`config.mk`:
```
export PLATFORM = sky130hd
export DESIGN_NAME = axi_stream_pkt_src
export DESIGN_NICKNAME = d
export VERILOG_FILES = /design/src/rtl/axi_stream_pkt_src.sv
export SDC_FILE = /design/constraint.sdc
export NUM_CORES = 1
export LEC_CHECK = 0
export ABC_AREA = 0
export CORE_ASPECT_RATIO = 1.25
export CORE_UTILIZATION = 40
export CTS_BUF_LIST = sky130_fd_sc_hd__clkbuf_2 sky130_fd_sc_hd__clkbuf_4 sky130_fd_sc_hd__clkbuf_8
export CTS_CLUSTER_SIZE = 16
export DETAILED_ROUTE_END_ITERATION = 6
export GPL_TIMING_DRIVEN = 0
export PLACE_DENSITY = 0.61
export SLEW_MARGIN = 20
export SYNTH_ARGS = -nofsm -noshare
export SYNTH_HDL_FRONTEND = slang
export SYNTH_SLANG_ARGS = --single-unit
```
`constraint.sdc`:
```
create_clock -name aclk_i -period 2.4 [get_ports aclk_i]
set_input_delay 0.48 -clock aclk_i [delete_from_list [all_inputs] [get_ports aclk_i]]
set_output_delay 0.48 -clock aclk_i [all_outputs]
set_load 0.02 [all_outputs]
```
`src/rtl/axi_stream_pkt_src.sv`:
```
// axi_stream_pkt_src
//   Deterministic valid/ready packet source. Emits packets of incrementing
//   data with a last-beat marker, honours backpressure, and inserts a fixed
//   number of idle cycles after each accepted beat. The data counter is never
//   cleared between runs, so a receiver can detect lost or duplicated beats.
//
// Ports
//   aclk_i     : clock, rising edge
//   areset_i   : asynchronous active-high reset
//   start_i    : start pulse, honoured only while idle
//   len_i      : beats per packet minus one (sampled at start)
//   gap_i      : idle cycles after each accepted beat (sampled at start)
//   npkt_i     : packets per run, 0 = run until stop (sampled at start)
//   stop_i     : request the run to end at the next packet boundary
//   ready_i    : downstream ready
//   valid_o    : beat valid
//   data_o     : beat payload
//   last_o     : final beat of the packet
//   busy_o     : a run is in progress
//   done_o     : one-cycle pulse when a run ends
//   pkt_cnt_o  : packets completed in the current/last run
module axi_stream_pkt_src #(
  parameter int                 DWIDTH = 8,
  parameter int                 LEN_W  = 8,
  parameter int                 GAP_W  = 4,
  parameter logic [DWIDTH-1:0]  SEED   = '0
) (
  input  logic              aclk_i,
  input  logic              areset_i,
  input  logic              start_i,
  input  logic [LEN_W-1:0]  len_i,
  input  logic [GAP_W-1:0]  gap_i,
  input  logic [LEN_W-1:0]  npkt_i,
  input  logic              stop_i,
  input  logic              ready_i,
  output logic              valid_o,
  output logic [DWIDTH-1:0] data_o,
  output logic              last_o,
  output logic              busy_o,
  output logic              done_o,
  output logic [LEN_W-1:0]  pkt_cnt_o
);

  typedef enum logic [1:0] {S_IDLE, S_SEND, S_GAP} state_t;

  state_t            state_q,     state_d;
  logic [DWIDTH-1:0] data_q,      data_d;
  logic [LEN_W-1:0]  beat_idx_q,  beat_idx_d;
  logic [LEN_W-1:0]  len_q,       len_d;
  logic [GAP_W-1:0]  gap_q,       gap_d;
  logic [LEN_W-1:0]  npkt_q,      npkt_d;
  logic [GAP_W-1:0]  gap_cnt_q,   gap_cnt_d;
  logic [LEN_W-1:0]  pkt_cnt_q,   pkt_cnt_d;
  logic              stop_pend_q, stop_pend_d;
  logic              valid_q,     valid_d;
  logic              last_q,      last_d;
  logic              busy_q,      busy_d;
  logic              done_q,      done_d;

  logic [LEN_W-1:0]  beat_inc;
  logic [LEN_W-1:0]  pkt_inc;

  assign beat_inc = beat_idx_q + 1'b1;
  assign pkt_inc  = pkt_cnt_q + 1'b1;

  always_comb begin
    state_d     = state_q;
    data_d      = data_q;
    beat_idx_d  = beat_idx_q;
    len_d       = len_q;
    gap_d       = gap_q;
    npkt_d      = npkt_q;
    gap_cnt_d   = gap_cnt_q;
    pkt_cnt_d   = pkt_cnt_q;
    stop_pend_d = stop_pend_q;
    valid_d     = valid_q;
    last_d      = last_q;
    busy_d      = busy_q;
    done_d      = 1'b0;

    unique case (state_q)
      S_IDLE: begin
        if (start_i) begin
          len_d       = len_i;
          gap_d       = gap_i;
          npkt_d      = npkt_i;
          beat_idx_d  = '0;
          pkt_cnt_d   = '0;
          stop_pend_d = 1'b0;
          busy_d      = 1'b1;
          valid_d     = 1'b1;
          last_d      = (len_i == '0);
          state_d     = S_SEND;
        end
      end

      S_SEND: begin
        if (stop_i) stop_pend_d = 1'b1;
        if (valid_q && ready_i) begin
          data_d = data_q + 1'b1;
          if (last_q) begin
            beat_idx_d = '0;
            pkt_cnt_d  = pkt_inc;
            // A stop arriving in the same cycle as the last beat still ends the run.
            if (((npkt_q != '0) && (pkt_inc == npkt_q)) || stop_pend_q || stop_i) begin
              valid_d = 1'b0;
              last_d  = 1'b0;
              busy_d  = 1'b0;
              done_d  = 1'b1;
              state_d = S_IDLE;
            end else if (gap_q != '0) begin
              valid_d   = 1'b0;
              last_d    = 1'b0;
              gap_cnt_d = gap_q;
              state_d   = S_GAP;
            end else begin
              last_d = (len_q == '0);
            end
          end else begin
            beat_idx_d = beat_inc;
            if (gap_q != '0) begin
              valid_d   = 1'b0;
              last_d    = 1'b0;
              gap_cnt_d = gap_q;
              state_d   = S_GAP;
            end else begin
              last_d = (beat_inc == len_q);
            end
          end
        end
      end

      S_GAP: begin
        if (stop_i) stop_pend_d = 1'b1;
        // Counter starts at gap and leaves on 1, giving exactly gap idle cycles.
        if (gap_cnt_q == GAP_W'(1)) begin
          valid_d = 1'b1;
          last_d  = (beat_idx_q == len_q);
          state_d = S_SEND;
        end else begin
          gap_cnt_d = gap_cnt_q - 1'b1;
        end
      end

      default: state_d = S_IDLE;
    endcase
  end

  always_ff @(posedge aclk_i or posedge areset_i) begin
    if (areset_i) begin
      state_q     <= S_IDLE;
      data_q      <= SEED;
      beat_idx_q  <= '0;
      len_q       <= '0;
      gap_q       <= '0;
      npkt_q      <= '0;
      gap_cnt_q   <= '0;
      pkt_cnt_q   <= '0;
      stop_pend_q <= 1'b0;
      valid_q     <= 1'b0;
      last_q      <= 1'b0;
      busy_q      <= 1'b0;
      done_q      <= 1'b0;
    end else begin
      state_q     <= state_d;
      data_q      <= data_d;
      beat_idx_q  <= beat_idx_d;
      len_q       <= len_d;
      gap_q       <= gap_d;
      npkt_q      <= npkt_d;
      gap_cnt_q   <= gap_cnt_d;
      pkt_cnt_q   <= pkt_cnt_d;
      stop_pend_q <= stop_pend_d;
      valid_q     <= valid_d;
      last_q      <= last_d;
      busy_q      <= busy_d;
      done_q      <= done_d;
    end
  end

  assign valid_o   = valid_q;
  assign data_o    = data_q;
  assign last_o    = last_q;
  assign busy_o    = busy_q;
  assign done_o    = done_q;
  assign pkt_cnt_o = pkt_cnt_q;

endmodule

```
==> Implementation_results.wiki <==
{| class="wikitable"
! Metric !! Value
|-
| Status || completed
|-
| Effective utilization at floorplan || 0.413
|-
| Clock transition at path regs || 0.11 ns
|-
| Share of the clock period used by the worst path after layout || 0.967
|-
| Required time reported for the critical path endpoint || 2.61 ns
|-
| Antenna Diode Count || 0
|-
| Data arrival time at the worst-slack endpoint || 2.53 ns
|-
| Critical path launch point type || flip-flop
|-
| Final setup violating endpoints || 0
|-
| Maximum number of pins on one net before global-route repair || 56
|-
| Antenna violations before repair || 0
|-
| Total Power || 4280 uW
|-
| Total global routing overflow || 0
|-
| Detailed Place HPWL || 5310 um
|-
| Worst-margin pin slew || 0.702 ns
|-
| Mapped Nets || 355
|-
| Peak supply drop || 686 uV
|-
| Wire length of the first global-routing pass || 12,200 um
|-
| Number of hold violations in the final report || 0
|-
| Worst setup path class || reg -> reg
|-
| Number of cells in the design after placement || 460
|-
| Average routed wire per standard cell || 15.4 um
|-
| Ys async rst share || 1.00
|-
| Worst max-slew margin expressed relative to the limit || 0.532
|-
| Via count || 2,610
|-
| Clock root buffer master || clkbuf_8
|-
| Number of max-cap violations || 0
|-
| Total wirelength of the detailed-routed design || 7260 um
|-
| Count of warnings emitted by yosys || 0
|-
| Floorplan row count || 36
|-
| Post-layout instance count excluding filler cells || 470
|-
| Routed Antenna Nets || 0
|-
| CORE AREA || 7840 sq um
|-
| Number of buffers created by CTS || 5
|-
| Layout cells sized above 1 || 0.181
|-
| TritonCTS clock tree || done
|-
| Sequential area share after synthesis || 0.425
|-
| Worst min-delay path category || reg -> reg
|-
| Flip-flop and latch count after synthesis || 55
|-
| Final Skew || 0.00815 ns
|-
| Port buffer count || 44
|-
| Most frequently used flop master after synthesis || dfrtp_1
|-
| Source-to-sink clock delay at the later pin of the worst-skew pair || 0.32 ns
|-
| # H-tree levels || 2
|-
| Final critical delay including setup and external delays || 2.32 ns
|-
| Number of flops mapped to enable cells by yosys || 0
|-
| Filler instances || 784
|-
| Worst setup EP type || flip-flop
|-
| Area of the mapped netlist || 3240 sq um
|-
| Detailed router's first-iteration violation count || 131
|-
| Vias in the first global route || 2,581
|-
| Die outline area || 8460 sq um
|-
| Count of TritonRoute iterations in the first routing pass || 4
|-
| Synthesized netlist cell count || 321
|-
| Maximum fanout encountered on the critical timing path || 7
|-
| Average size of a mapped cell || 10.1 sq um
|-
| GRT Util Overall || 0.191
|-
| Number of buffers on the longest clock path || 2
|-
| Number of nets in the layout || 408
|-
| Height of the die || 103 um
|-
| Maximum clock rate || 431 MHz
|-
| Hold-fix buffers, CTS || 0
|-
| Area growth from synthesis to final layout || 22.8%
|-
| Remaining routing DRC violations || 0
|-
| Cell leakage power || 0.00160 uW
|-
| Average via count per standard cell || 5.55
|-
| Number of distinct library cells after synthesis || 63
|-
| Sinks on the clock net || 55
|-
| Placer Congestion || 0.885
|-
| Fin. max-slew vios || 0
|-
| DIE WIDTH || 82.4 um
|-
| Power density normalized to cell area || 1080 nW/um^2
|-
| Number of top-level pins || 45
|}
## sequential cells by signal, summed over array words and instances (netlist names)
register / flops
data_o: 8
npkt_q: 8
done_o: 1
busy_o: 1
gap_cnt_q: 4
state_q: 2
last_o: 1
len_q: 8
beat_idx_q: 8
stop_pend_q: 1
valid_o: 1
gap_q: 4
pkt_cnt_o: 8
## synthesized netlist by cell type (all sizes together), types with 4 or more instances
cell    count  area share
and3        4      0.0085
clkbuf     11       0.025
mux2       21       0.073
nor2       17       0.020
nor3        5      0.0077
xnor2      20       0.056
inv        14       0.016
buf         4      0.0073
o31ai       8       0.019
nand3      15       0.023
dfrtp      55        0.43
a21oi      11       0.018
ha          9       0.035
a21o        4      0.0097
nand4       6       0.012
nor2b       7       0.014
nor4        6       0.016
nand2      23       0.027
o21ai      26       0.040
or3         5       0.012
xor2        9       0.024
## worst paths after layout
path	to	depth (start not counted)	slack, ns	startpoint
hold / removal	data_o[7]	1	0.47	data_o[7]
setup / recovery	gap_cnt_q[3]	9	0.08	pkt_cnt_o[1]
setup reg to reg	gap_cnt_q[3]	9	0.08	pkt_cnt_o[1]
hold reg to reg	data_o[7]	1	0.47	data_o[7]
max in group asynchronous	pkt_cnt_o[2]	2	1.28	areset_i
min in group asynchronous	npkt_q[0]	2	0.60	areset_i
## layer usage
layer	wire length [um]	part of all wire	global-route usage
met4	144	0.020	0.0810
met1	3250	0.45	0.241
met3	245	0.034	0.0327
met2	3620	0.50	0.317
met5	0	0	0
## cell usage in the layout (no fill, tap or decap), types with 2 or more instances in the layout
cell type | netlist | layout
dfrtp_1 | 55 | 50
clkdlybuf4s50_1 | 0 | 44
o21ai_0 | 24 | 24
nand2_1 | 23 | 23
mux2_2 | 21 | 21
xnor2_1 | 19 | 18
nor2_1 | 17 | 17
nand3_1 | 15 | 13
inv_1 | 14 | 13
a21oi_1 | 10 | 9
clkbuf_8 | 4 | 9
xor2_1 | 9 | 9
ha_1 | 9 | 9
o31ai_1 | 8 | 8
nand4_1 | 6 | 6
nor2b_1 | 7 | 5
nor3_1 | 5 | 5
nor4_1 | 5 | 5
clkbuf_1 | 7 | 5
dfrtp_2 | 0 | 5
buf_4 | 0 | 4
a21o_1 | 3 | 3
or3_2 | 3 | 3
or4_1 | 3 | 3
nor2b_2 | 0 | 2
buf_1 | 2 | 2
a21oi_2 | 1 | 2
nand3_2 | 0 | 2
xnor2_2 | 1 | 2
o2111ai_1 | 2 | 2
a2bb2oi_1 | 2 | 2
a211o_1 | 2 | 2
o22ai_1 | 2 | 2
and3_2 | 2 | 2
a31oi_1 | 2 | 2
and3_1 | 2 | 2
## repair_timing
| action | CTS | global route |
|---|---|---|
| gates resized for setup | 5 | 12 |
| gates cloned | 0 | 1 |
| endpoints found under the setup margin | 13 | 12 |
| pin swaps | 1 | 2 |
| buffers inserted | 1 | 2 |
## per-stage QoR
| stage | hold WS (ns) | setup TNS [ns] | cell area (sq um) | setup WS [ns] | util |
|---|---|---|---|---|---|
| 5_1_grt | 0.529 | -0.0186 | 3970 | -0.0186 | 0.507 |
| 4_1_cts | 0.483 | 0 | 3930 | 0.00928 | 0.501 |
| 2_1_floorplan | 0.475 | 0 | 3240 | 0.0572 | - |
| 3_5_place_dp | 0.466 | -6.31 | 3800 | -0.739 | 0.485 |
| 6_report | 0.475 | 0 | 3970 | 0.0784 | 0.507 |
| 3_3_place_gp | 0.462 | -37.35 | 3800 | -0.743 | 0.485 |
## cell type report
type,instances,area (sq um),area share
multi-input cells,236,1750,0.440
flip-flops and latches,55,1380,0.348
repair buffers,48,468,0.118
well taps,95,119,0.0299
plain buffers,13,100,0.0252
clock buffers,5,68.8,0.0173
inverters,15,60.1,0.0151
clock inverters,3,27.5,0.00693
## worst max-delay path, stage by stage (launching register included)
cell,delay [ns]
dfrtp_2,0.44
ha_1,0.18
buf_4,0.16
nand3_2,0.12
xnor2_2,0.14
o2111ai_4,0.17
nor4_4,0.41
buf_6,0.17
a21oi_2,0.05
a2111o_1,0.37
## power breakdown
group / internal (uW) / total (uW) / switching (uW)
sequential: 1240 / 1560 / 322
combinational: 1040 / 2160 / 1120
clock: 217 / 558 / 340
## cells by family after synthesis
logic type               Yosys count  share of synthesized area
flip-flops                        55                      0.425
adder cells (fa/ha/maj)            9                     0.0348
AO/OA/AOI/OAI                     80                      0.175
buffers and inverters             30                     0.0499
multiplexers                      22                     0.0762
XOR/XNOR                          29                     0.0808
AND/OR/NAND/NOR                   96                      0.158
(Power assumes the default switching activity.)
